`src/rtl/alu_pkg.sv`:
```
// alu_pkg: constants and types shared by the execute/memory boundary logic.
//   ALU_* : 4-bit ALU control codes carried alongside each result.
//   exc_state_t : overflow exception FSM state (IDLE / PEND).
//   is_addsub() : true for the two codes that update the status flags.
package alu_pkg;

  localparam logic [3:0] ALU_ADD = 4'b1111;
  localparam logic [3:0] ALU_SUB = 4'b1110;
  localparam logic [3:0] ALU_AND = 4'b0100;
  localparam logic [3:0] ALU_OR  = 4'b0101;
  localparam logic [3:0] ALU_MUL = 4'b0001;
  localparam logic [3:0] ALU_DIV = 4'b0010;
  localparam logic [3:0] ALU_SLL = 4'b1010;
  localparam logic [3:0] ALU_SRL = 4'b1011;
  localparam logic [3:0] ALU_ROL = 4'b1000;
  localparam logic [3:0] ALU_ROR = 4'b1001;

  typedef enum logic {
    EXC_IDLE = 1'b0,
    EXC_PEND = 1'b1
  } exc_state_t;

  function automatic logic is_addsub(input logic [3:0] crtl);
    return (crtl == ALU_ADD) || (crtl == ALU_SUB);
  endfunction

endpackage

```
`src/rtl/alu_result_latch_skid_buf2.sv`:
```
// skid_buf2: generic two-entry valid/ready buffer with synchronous flush.
//   clk, rst_n          : clock, asynchronous active-low reset
//   flush               : drop both entries at the next edge
//   in_valid / in_ready : upstream handshake; in_ready depends on state only
//   in_data             : W-bit payload
//   out_valid/out_ready : downstream handshake for the head entry
//   out_data            : head payload
// The head entry drives the output. A new word lands in head when head is
// empty or leaving; otherwise it parks in skid. Skid always refills head
// before new input is taken, so ordering is preserved.
module skid_buf2 #(
  parameter int W = 21
) (
  input  logic         clk,
  input  logic         rst_n,
  input  logic         flush,
  input  logic         in_valid,
  output logic         in_ready,
  input  logic [W-1:0] in_data,
  output logic         out_valid,
  input  logic         out_ready,
  output logic [W-1:0] out_data
);

  logic         head_valid_reg;
  logic         skid_valid_reg;
  logic [W-1:0] head_data_reg;
  logic [W-1:0] skid_data_reg;
  logic         accept;
  logic         head_free;

  assign in_ready  = !skid_valid_reg;
  assign accept    = in_valid && !skid_valid_reg;
  assign head_free = !head_valid_reg || out_ready;
  assign out_valid = head_valid_reg;
  assign out_data  = head_data_reg;

  always_ff @(posedge clk or negedge rst_n) begin
    if (!rst_n) begin
      head_valid_reg <= 1'b0;
      skid_valid_reg <= 1'b0;
      head_data_reg  <= '0;
      skid_data_reg  <= '0;
    end else if (flush) begin
      head_valid_reg <= 1'b0;
      skid_valid_reg <= 1'b0;
    end else if (head_free) begin
      if (skid_valid_reg) begin
        // in_ready was low, so nothing new can arrive this cycle
        head_data_reg  <= skid_data_reg;
        head_valid_reg <= 1'b1;
        skid_valid_reg <= 1'b0;
      end else begin
        head_valid_reg <= accept;
        if (accept) head_data_reg <= in_data;
      end
    end else if (accept) begin
      skid_data_reg  <= in_data;
      skid_valid_reg <= 1'b1;
    end
  end

endmodule

```
`src/rtl/alu_result_latch.sv`:
```
// alu_result_latch: execute-to-memory boundary register.
//   clk, rst_n        : clock, asynchronous active-low reset
//   ex_valid/ex_ready : result handshake from execute
//   alu_r, alu_o      : ALU result and overflow
//   ex_crtl           : ALU control code that produced alu_r
//   ex_rd, ex_wen     : destination register and writeback enable
//   flush             : discard buffered and presented results
//   mem_valid/ready   : head handshake to memory stage
//   mem_r/rd/wen      : head payload
//   flag_n/z/o        : status flags, updated by accepted add/sub only
//   exc_req, exc_ack  : overflow exception request / acknowledge
// Build option: define ALU_OVF_EXC_EN to enable the precise overflow
// exception (writeback suppressed, execute stalled until exc_ack).
import alu_pkg::*;

module alu_result_latch #(
  parameter int DW = 16,
  parameter int RW = 4
) (
  input  logic          clk,
  input  logic          rst_n,
  input  logic          ex_valid,
  output logic          ex_ready,
  input  logic [DW-1:0] alu_r,
  input  logic          alu_o,
  input  logic [3:0]    ex_crtl,
  input  logic [RW-1:0] ex_rd,
  input  logic          ex_wen,
  input  logic          flush,
  output logic          mem_valid,
  input  logic          mem_ready,
  output logic [DW-1:0] mem_r,
  output logic [RW-1:0] mem_rd,
  output logic          mem_wen,
  output logic          flag_n,
  output logic          flag_z,
  output logic          flag_o,
  output logic          exc_req,
  input  logic          exc_ack
);

  localparam int PW = DW + RW + 1;

  logic          buf_ready;
  logic          accept;
  logic          addsub;
  logic          wen_eff;
  logic [PW-1:0] mem_payload;

  assign addsub = is_addsub(ex_crtl);
  // A result presented during flush is dropped outright.
  assign accept = ex_valid && ex_ready && !flush;

`ifdef ALU_OVF_EXC_EN
  exc_state_t exc_state_reg;
  logic       ovf_take;

  assign ex_ready = buf_ready && (exc_state_reg == EXC_IDLE);
  assign ovf_take = accept && addsub && alu_o;
  assign wen_eff  = ex_wen && !ovf_take;
  assign exc_req  = (exc_state_reg == EXC_PEND);

  always_ff @(posedge clk or negedge rst_n) begin
    if (!rst_n) begin
      exc_state_reg <= EXC_IDLE;
    end else begin
      case (exc_state_reg)
        EXC_IDLE: if (ovf_take) exc_state_reg <= EXC_PEND;
        EXC_PEND: if (exc_ack)  exc_state_reg <= EXC_IDLE;
        default:                exc_state_reg <= EXC_IDLE;
      endcase
    end
  end
`else
  logic unused_exc_ack;

  assign unused_exc_ack = exc_ack;
  assign ex_ready       = buf_ready;
  assign wen_eff        = ex_wen;
  assign exc_req        = 1'b0;
`endif

  always_ff @(posedge clk or negedge rst_n) begin
    if (!rst_n) begin
      flag_n <= 1'b0;
      flag_z <= 1'b0;
      flag_o <= 1'b0;
    end else if (accept && addsub) begin
      // N comes from the result for both add and sub
      flag_n <= alu_r[DW-1];
      flag_z <= (alu_r == '0);
      flag_o <= alu_o;
    end
  end

  skid_buf2 #(
    .W(PW)
  ) u_buf (
    .clk       (clk),
    .rst_n     (rst_n),
    .flush     (flush),
    .in_valid  (accept),
    .in_ready  (buf_ready),
    .in_data   ({alu_r, ex_rd, wen_eff}),
    .out_valid (mem_valid),
    .out_ready (mem_ready),
    .out_data  (mem_payload)
  );

  assign {mem_r, mem_rd, mem_wen} = mem_payload;

endmodule

```
`config.mk`:
```
export PLATFORM = sky130hd
export DESIGN_NAME = alu_result_latch
export DESIGN_NICKNAME = d
export VERILOG_FILES = /design/src/rtl/alu_pkg.sv /design/src/rtl/alu_result_latch_skid_buf2.sv /design/src/rtl/alu_result_latch.sv
export SDC_FILE = /design/constraint.sdc
export NUM_CORES = 1
export LEC_CHECK = 0
export BUFFER_PORTS_ARGS = -buffer_cell sky130_fd_sc_hd__buf_2
export CORE_MARGIN = 3
export CORE_UTILIZATION = 52
export DETAILED_ROUTE_END_ITERATION = 10
export PLACE_DENSITY = 0.79
export REMOVE_ABC_BUFFERS = 1
export SLEW_MARGIN = 20
export SYNTH_ARGS = -nofsm -noshare
export SYNTH_HDL_FRONTEND = slang
export SYNTH_SLANG_ARGS = --single-unit
```
`constraint.sdc`:
```
create_clock -name clk -period 1.8 [get_ports clk]
set_input_delay 0.18 -clock clk [delete_from_list [all_inputs] [get_ports clk]]
set_output_delay 0.18 -clock clk [all_outputs]
set_load 0.02 [all_outputs]
```
==> results of run 1 <==
worst min path at each step:
stage | cells after the start | slack [ns] | to | start
floorplan | 0 | -0.12 | flag_n | rst_n
global placement | 1 | 0.19 | flag_o | rst_n
detailed placement | 1 | 0.20 | u_buf.out_data[20] | rst_n
CTS | 2 | 0.10 | flag_o | alu_o
global route | 2 | 0.11 | flag_o | alu_o
finish | 2 | 0.12 | flag_o | alu_o
per-layer routing:
layer,GRT usage [%],routed length [um],up-vias
li1,-,-,614
met1,22.08,1832,651
met2,27.19,1860,35
met3,6.250,271,5
met4,5.010,48,0
met5,0,0,-
cell type report:
cell class	instances	area [um^2]
Sequential cell	47	1176
Tap cell	48	60.06
Inverter	2	7.507
Timing Repair Buffer	63	337.8
Multi-Input combinational cell	81	922.1
Clock inverter	2	12.51
Fill cell	283	1265
Clock buffer	6	72.57
power by group:
part	internal, mW	total (mW)	switching (mW)
Sequential	1.28	1.40	0.115
Combinational	0.371	0.683	0.313
Clock	0.271	0.610	0.338
Total	1.92	2.69	0.765
repair_timing:
action / in CTS / in global routing
hold buffers: 1 / 0
buffers inserted: 0 / 0
endpoints found under the hold margin: 25 / 0
cells by family after synthesis:
group	after synthesis	synth area share, %
AND/OR/NAND/NOR	13	4.131
multiplexers	66	37.46
other	1	0.1720
flip-flops	47	53.93
buffers and inverters	10	4.073
AO/OA/AOI/OAI	1	0.2293
placed cells by master (no fill, tap or decap), types with 2 or more instances in the layout:
master    instances
inv_1             2
nor4_1            4
mux2_4           20
clkbuf_8          5
mux2_2           45
buf_4             7
dfrtp_1          47
buf_2            55
worst max-delay path, cell delays in order, from the launching register on:
cell and delay [ns]:
dfrtp_1 0.43, nor3b_2 0.24, nand2_2 0.09, buf_4 0.24, mux2_4 0.32
==> flow_summary.yaml, run 1 <==
yosys:
  synthTopCellsByArea: "dfrtp_1 (54%), mux2_2 (23%), mux2_4 (14%)"
  synthFlopType: "dfrtp_1"
  yosysUniqueCellTypes: 20
  seq_area_frac_synth_pct: 53.93
  synthArstFlopShare_pct: 100.0
  ys_ff_latch: 47
  synth-edff-count: 0
  synth_largest_area_cell: "dfrtp_1"
  yosysWarningCount: 0
  synth.most_common_cell: "dfrtp_1"
  synth_common_cells: "dfrtp_1 (47), mux2_2 (45), mux2_4 (20), buf_6 (4), nor4_1 (4)"
  syn_avg_cell_area_um2: 15.80
  synth_top_area_share_pct: 53.93
  netlist_instances: 138
  synth_area_mm2: 0.002181
critical_path:
  cp-end-kind: "register"
  r2r-start: "u_buf.skid_valid_reg"
  regToRegSetupSlack_ns: 0.36
  reg2reg_to: "u_buf.skid_data_reg[1]"
  crit_end: "u_buf.skid_data_reg[1]"
  worstPathRequired_ns: 1.98
  cp-start-kind: "register"
  worst-path-max-fanout: 15
  reg2reg_depth: 4
  critical_path_class: "reg -> reg"
  startpoint: "u_buf.skid_valid_reg"
  arrival_ns: 1.63
sta:
  grt_setup_unrepaired: "no"
  max-slew-margin-rel_pct: 61.71
  min_period_ns: 1.443
  setup_viol: 0
  fin_hold_ws_ns: 0.1162
  maxSlewViolCount: 0
  fmax_mhz: 693.1
  worst_slack_ns: 0.3573
  setup_tns_ns: 0
  finClkSkew_ns: 0.004738
  hold_viol: 0
  fin_crit_sh_pct: 80.15
  worst_slew_pin_slew_ns: 0.5744
run_status:
  status: "complete, no violations"
floorplanning:
  core_mm2: 0.003854
  rows: 22
  num_io_pins: 59
  die-area_mm2: 0.005007
  start_util_pct: 56.59
  die_y_um: 70.76
  die_w_um: 70.76
routing:
  wl_per_cell_um: 16.12
  drt_first_pass_iters: 3
  ant_nets: 0
  drt_iter0_markers: 33
  viasPerCell: 5.241
  vias: 1305
  drt-total-wl_mm: 4.013
  remaining_drc_errors: 0
place:
  io_buffers: 55
  postPlaceCellArea_mm2: 0.002494
  dp_cells: 240
  pre_cts_slack_ns: 0.3557
  dp_hpwl_mm: 2.955
  gp_congestion: 0.7855
global_route:
  grtUsageTotal_pct: 17.11
  grt_pass1_vias: 1359
  antenna_found_initial: 0
  grt_max_degree: 27
  grt_pass1_wl_mm: 6.720
  gr-total-overflow: 0
min_path:
  min_path_type: "in -> reg"
cells_and_area:
  drive_gt1_share_pct: 68.16
  layoutNonFillerInstCount: 249
  fin_nets: 232
  n_antenna_cell: 0
  post-route-util_pct: 67.18
  areaGrowthSynthToFinish_pct: 18.70
  finalInstanceArea_mm2: 0.002589
pwr:
  vdd_drop_max_mv: 0.6713
  power-per-cell-area_mw_per_mm2: 1039
  p_leak_nw: 1.257
  fin_total_pwr_mw: 2.689
clock_tree:
  cts_buffers: 5
  cts_tree: "done"
  clock_sinks: 47
  clockBufferDepth: 2
  h-tree-depth: 2
  cts-root-buf: "clkbuf_8"
  cts_resized: 0
  clkTransAtPathRegs_ns: 0.08
  worstSkewPairLatency_ns: 0.30
flow_run:
  drv_cap: 0
No activity file was read; power rests on OpenSTA's default activity.
==> run 2, diff against run 1 <==
Settings changed: ABC_AREA set to 1, CORE_UTILIZATION 52 to 47, PLACE_DENSITY 0.79 to 0.75.
Clock period 1.8 ns to 1.2 ns, I/O delays scaled along.
==> run 2 against run 1 <==
Area after synthesis is 5.8% higher. Worst hold slack worse by 0.094 ns. Die area is 16% higher. Clock power is 67% higher. Via count is 41% higher.
==> flow_summary.yaml, run 2 <==
run_status:
  status: "complete, no violations"
min_path:
  min_path_type: "in -> reg"
cells_and_area:
  seq_area_mm2: 0.001177
  final_cell_mix: "nand2_1 (88), buf_2 (55), dfrtp_1 (46), o21ai_0 (41), inv_1 (23)"
  drive_gt1_share_pct: 34.85
  layout_commonest_cell: "nand2_1"
  fill_cells: 408
  fin_nets: 361
  multi_input_area_um2: 933.4
  layoutNonFillerInstCount: 395
  post-route-util_pct: 62.39
  n_antenna_cell: 0
  areaGrowthSynthToFinish_pct: 22.61
global_route:
  gr-total-overflow: 0
  grt_pass1_wl_mm: 7.631
  grtUsageTotal_pct: 16.27
  grt_max_degree: 35
  grt_pass1_vias: 1717
  antenna_found_initial: 0
pwr:
  combPwrFrac_pct: 23.3
  p_leak_nw: 1.468
  power-per-cell-area_mw_per_mm2: 1409
  pwr-share-seq_pct: 51.1
  p_int_mw: 2.771
  pwr-share-clk_pct: 25.6
  p_sw_share_pct: 30.46
  vdd_drop_max_mv: 0.8449
  switchingPower_mw: 1.214
floorplanning:
  die_y_um: 76.07
  rows: 24
  start_util_pct: 50.88
  die-area_mm2: 0.005786
  die_w_um: 76.07
  num_io_pins: 59
  core_mm2: 0.004534
clock_tree:
  cts_tree: "done"
  h-tree-depth: 2
  worstSkewPairLatency_ns: 0.30
  clock_sinks: 47
  clkTransAtPathRegs_ns: 0.08
  cts-root-buf: "clkbuf_8"
  clockBufferDepth: 2
  cts_buffers: 5
yosys:
  synth.most_common_cell: "nand2_1"
  synth_top_area_share_pct: 50.98
  netlist_instances: 269
  syn_avg_cell_area_um2: 8.577
  ys_ff_latch: 47
  synth_largest_area_cell: "dfrtp_1"
  synthArstFlopShare_pct: 100.0
  synthTopCellsByArea: "dfrtp_1 (51%), nand2_1 (16%), o21ai_0 (8.9%)"
  synthFlopType: "dfrtp_1"
  synth_common_cells: "nand2_1 (98), dfrtp_1 (47), o21ai_0 (41), inv_1 (24), o21ai_2 (21)"
  synth_area_mm2: 0.002307
  yosysUniqueCellTypes: 21
  yosysWarningCount: 0
  synth-edff-count: 0
  seq_area_frac_synth_pct: 50.98
sta:
  fin_crit_sh_pct: 96.49
  hold_viol: 0
  fmax_mhz: 863.6
  setup_tns_ns: 0
  finClkSkew_ns: 0.003043
  maxSlewViolCount: 0
  grt_setup_unrepaired: "yes"
  setup_viol: 0
  min_period_ns: 1.158
place:
  io_buffers: 55
  dp_hpwl_mm: 3.378
  gp_congestion: 0.7593
  dp_cells: 385
critical_path:
  worst-path-max-fanout: 22
  cp-end-kind: "register"
  worstPathRequired_ns: 1.39
  cp-start-kind: "register"
  critical_path_class: "reg -> reg"
  arrival_ns: 1.35
routing:
  vias: 1845
  drt_first_pass_iters: 4
  viasPerCell: 4.671
  ant_nets: 0
  wl_per_cell_um: 11.53
  drt-total-wl_mm: 4.554
  remaining_drc_errors: 0
  drt_iter0_markers: 116
flow_run:
  drv_cap: 0
-- run 2: final timing paths --
path	startpoint	endpoint	slack, ns	depth (start not counted)
worst max-delay path	u_buf.out_valid	u_buf.skid_data_reg[16]	0.04	6
worst min-delay path	alu_o	flag_o	0.02	3
worst max register to register	u_buf.out_valid	u_buf.skid_data_reg[16]	0.04	6
worst min register to register	u_buf.skid_data_reg[3]	u_buf.skid_data_reg[3]	0.48	2
max in group asynchronous	rst_n	u_buf.skid_valid_reg	0.44	3
min in group asynchronous	rst_n	u_buf.skid_data_reg[0]	0.26	2
-- run 2: area by class of cell --
class,count,area share (%)
tap,65,2.875
multi-input combinational,181,32.99
clock buffer,8,3.538
inverter,25,3.406
timing repair buffer,69,15.57
sequential,47,41.62
-- run 2: worst max-delay path, stage by stage (launching register included) --
cell and delay (ns):
dfrtp_1 0.36, inv_2 0.06, nor2_8 0.16, nand4_4 0.14, buf_12 0.20, nand2_1 0.08
o21ai_2 0.05
-- run 2: cell families after synthesis --
| logic type | count (synthesis) | share of synthesized area, % |
|---|---|---|
| AO/OA/AOI/OAI | 65 | 18.00 |
| buffers and inverters | 41 | 10.09 |
| flip-flops | 47 | 50.98 |
| other | 1 | 0.1625 |
| AND/OR/NAND/NOR | 115 | 20.77 |
-- run 2: power by group through the flow --
stage               Clock [mW]  Sequential, mW  Combinational [mW]
global placement             0            2.04               0.892
CTS                       1.05            2.02               0.923
detailed placement           0            2.05               0.920
global route              1.12            2.07                1.04
floorplan                    0            2.20               0.398
finish                    1.02            2.04               0.928
-- run 2: repair_timing --
item                                    in CTS  in global routing
buffers inserted                             0                  1
hold buffers                                 1                  0
gates resized for setup                      0                 16
endpoints found under the hold margin       13                  0
endpoints found under the setup margin       0                 42
-- run 2: routing by layer --
layer	GRT usage, %	vias to the layer above	wire (um)
met5	0	-	0
met4	4.891	0	60
met3	4.255	6	198
met2	28.01	39	2192
met1	20.09	837	2102
li1	-	963	-
-- run 2: per-stage QoR --
step | setup WS, ns | power [mW] | instance area (um^2) | hold slack, ns
2_1_floorplan | -0.6453 | 2.598 | 2171 | -0.1756
3_3_place_gp | 0.04190 | 2.929 | 2668 | 0.04227
3_5_place_dp | 0.02288 | 2.972 | 2668 | 0.04726
4_1_cts | 0.005089 | 3.992 | 2778 | 0.01511
5_1_grt | -0.03839 | 4.228 | 2829 | 0.02287
6_report | 0.04207 | 3.985 | 2829 | 0.02203
==> run 3, diff against run 2 <==
Settings changed: CAP_MARGIN set to 5, CELL_PAD_IN_SITES_DETAIL_PLACEMENT set to 0, CELL_PAD_IN_SITES_GLOBAL_PLACEMENT set to 1, CORE_UTILIZATION 47 to 35, GPL_TIMING_DRIVEN set to 0, PLACE_DENSITY 0.75 to 0.76.
==> run 3 against run 2 <==
The flow now finishes with violations (setup timing). Non-clock buffer count increased by 18. Global-route usage increased by 2.4 points. Worst setup slack worse by 0.12 ns. Sequential share of layout area shrank 5.7 points. Critical endpoint is now u_buf.out_data[5].
==> flow_summary.yaml, run 3 (synthesized netlist as in run 2, its figures left out) <==
place:
  pre_cts_slack_ns: -0.7486
  dp_cells: 383
  postPlaceCellArea_mm2: 0.002541
  dp_hpwl_mm: 3.082
  io_buffers: 55
  gp_congestion: 0.7316
cells_and_area:
  fin_nets: 388
  n_antenna_cell: 0
  drive_gt1_share_pct: 45.10
  areaGrowthSynthToFinish_pct: 42.46
  final_cell_mix: "nand2_1 (71), buf_2 (53), dfrtp_1 (46), nand2_2 (26), o21ai_2 (22)"
  layoutNonFillerInstCount: 432
  finalInstanceArea_mm2: 0.003287
  layout_commonest_cell: "nand2_1"
  fill_cells: 573
critical_path:
  path_delay_family: "flip-flops"
  cp_num_cells: 5
  reg2reg_depth: 5
  crit_slowest_cell: "dfrtp_4"
  cp-start-kind: "register"
  cp-end-kind: "register"
  crit_end: "u_buf.out_data[5]"
  r2r-start: "u_buf.skid_valid_reg"
  worstPathRequired_ns: 1.39
  arrival_ns: 1.47
  crit_buf_inv: 2
  startpoint: "u_buf.skid_valid_reg"
  regToRegSetupSlack_ns: -0.08
  crit_chain: "buf_4, o21ai_4, buf_12, o21ai_0, nand2_1"
  worst-path-max-fanout: 11
  critical_path_class: "reg -> reg"
  slowest_delay_ns: 0.49
  reg2reg_to: "u_buf.out_data[5]"
clock_tree:
  h-tree-depth: 2
  cts_tree: "done"
  clockBufferDepth: 2
  worstSkewPairLatency_ns: 0.30
  clkTransAtPathRegs_ns: 0.09
  cts-root-buf: "clkbuf_8"
  clock_sinks: 47
  cts_buffers: 5
floorplanning:
  start_util_pct: 37.42
  rows: 28
  num_io_pins: 59
  die_w_um: 87.19
  die-area_mm2: 0.007602
  core_mm2: 0.006166
  die_y_um: 87.19
sta:
  grt_setup_unrepaired: "yes"
  maxSlewViolCount: 0
  fin_crit_sh_pct: 106.7
  fmax_mhz: 781.1
  setup_tns_ns: -1.215
  worst_slew_pin_slew_ns: 0.6240
  finClkSkew_ns: 0.007995
  setup_viol: 36
  worst_slack_ns: -0.08025
  hold_viol: 0
  max-slew-margin-rel_pct: 58.40
  min_period_ns: 1.280
routing:
  drt-total-wl_mm: 6.721
  remaining_drc_errors: 0
  viasPerCell: 4.863
  drt_iter0_markers: 81
  wl_per_cell_um: 15.56
  ant_nets: 0
  vias: 2101
  drt_first_pass_iters: 4
run_status:
  failed_checks: "setup timing"
  status: "finished, violations left"
min_path:
  min_path_type: "in -> reg"
pwr:
  p_leak_nw: 1.615
  vdd_drop_max_mv: 0.5607
  power-per-cell-area_mw_per_mm2: 1364
global_route:
  gr-total-overflow: 0
  grt_max_degree: 48
  grt_pass1_vias: 1951
  antenna_found_initial: 0
  grt_pass1_wl_mm: 10.61
  grtUsageTotal_pct: 18.68
flow_run:
  drv_cap: 0
## run 3: changes by cell type in the layout (fill, tap and decap cells not counted), moves of 3 or more
cell	delta
nor2_4	+3
o21ai_0	-21
o21ai_1	+20
nand2_2	+16
nand2_1	-17
nand4_4	+5
buf_4	+6
buf_6	+13
## run 3: what timing repair did
| item | 4_1_cts | 5_1_grt |
|---|---|---|
| gates resized for setup | 59 | 22 |
| buffers inserted | 28 | 3 |
| hold buffers | 0 | 1 |
| hold endpoints to repair | 0 | 47 |
| gates cloned | 9 | 0 |
| pin swaps | 13 | 9 |
| setup endpoints to repair | 48 | 48 |
## run 3: worst min path at each step
stage | cells after the start | slack, ns | from | end
2_1_floorplan | 0 | -0.18 | rst_n | flag_n
3_3_place_gp | 3 | 0.33 | alu_o | flag_o
3_5_place_dp | 3 | 0.34 | alu_o | flag_o
4_1_cts | 3 | 0.02 | alu_o | flag_o
5_1_grt | 3 | 0.04 | alu_o | flag_o
6_report | 3 | 0.03 | alu_o | flag_o
## run 3: power by group
| part | internal [mW] | total, mW | switching, mW |
|---|---|---|---|
| logic | 0.433 | 1.07 | 0.640 |
| registers | 1.88 | 2.05 | 0.168 |
| clock network | 0.833 | 1.37 | 0.533 |
| total | 3.14 | 4.48 | 1.34 |
## run 3: cell type report
cell class | count | area (um^2) | area share [%]
inverter | 25 | 107.6 | 3.274
timing repair buffer | 87 | 636.9 | 19.38
clock inverter | 2 | 60.06 | 1.827
clock buffer | 6 | 72.57 | 2.208
multi-input combinational | 190 | 1136 | 34.56
tap | 75 | 93.84 | 2.855
sequential | 47 | 1180 | 35.90
## run 3: per-layer routing
metal	global-route usage (%)	vias up	part of all wire, %
met5	0	-	0
met4	4.603	0	1.0
met3	3.690	7	4.2
met2	30.02	52	49
met1	25.92	994	46
li1	-	1048	-
## run 3: tightest hold or removal path, delay by kind of cell
family	cells	cell delay, ns
and+or+nand+nor	2	0.10
buffers and inverters	1	0.08
## run 3: through the flow
step | hold WS [ns] | total power [mW] | utilization [%]
after floorplan | -0.1756 | 2.598 | -
after global placement | 0.3298 | 2.895 | 41.19
after detailed placement | 0.3367 | 2.919 | 41.21
after CTS | 0.02239 | 4.476 | 51.44
after global routing | 0.03894 | 4.723 | 53.31
final | 0.02932 | 4.484 | 53.31
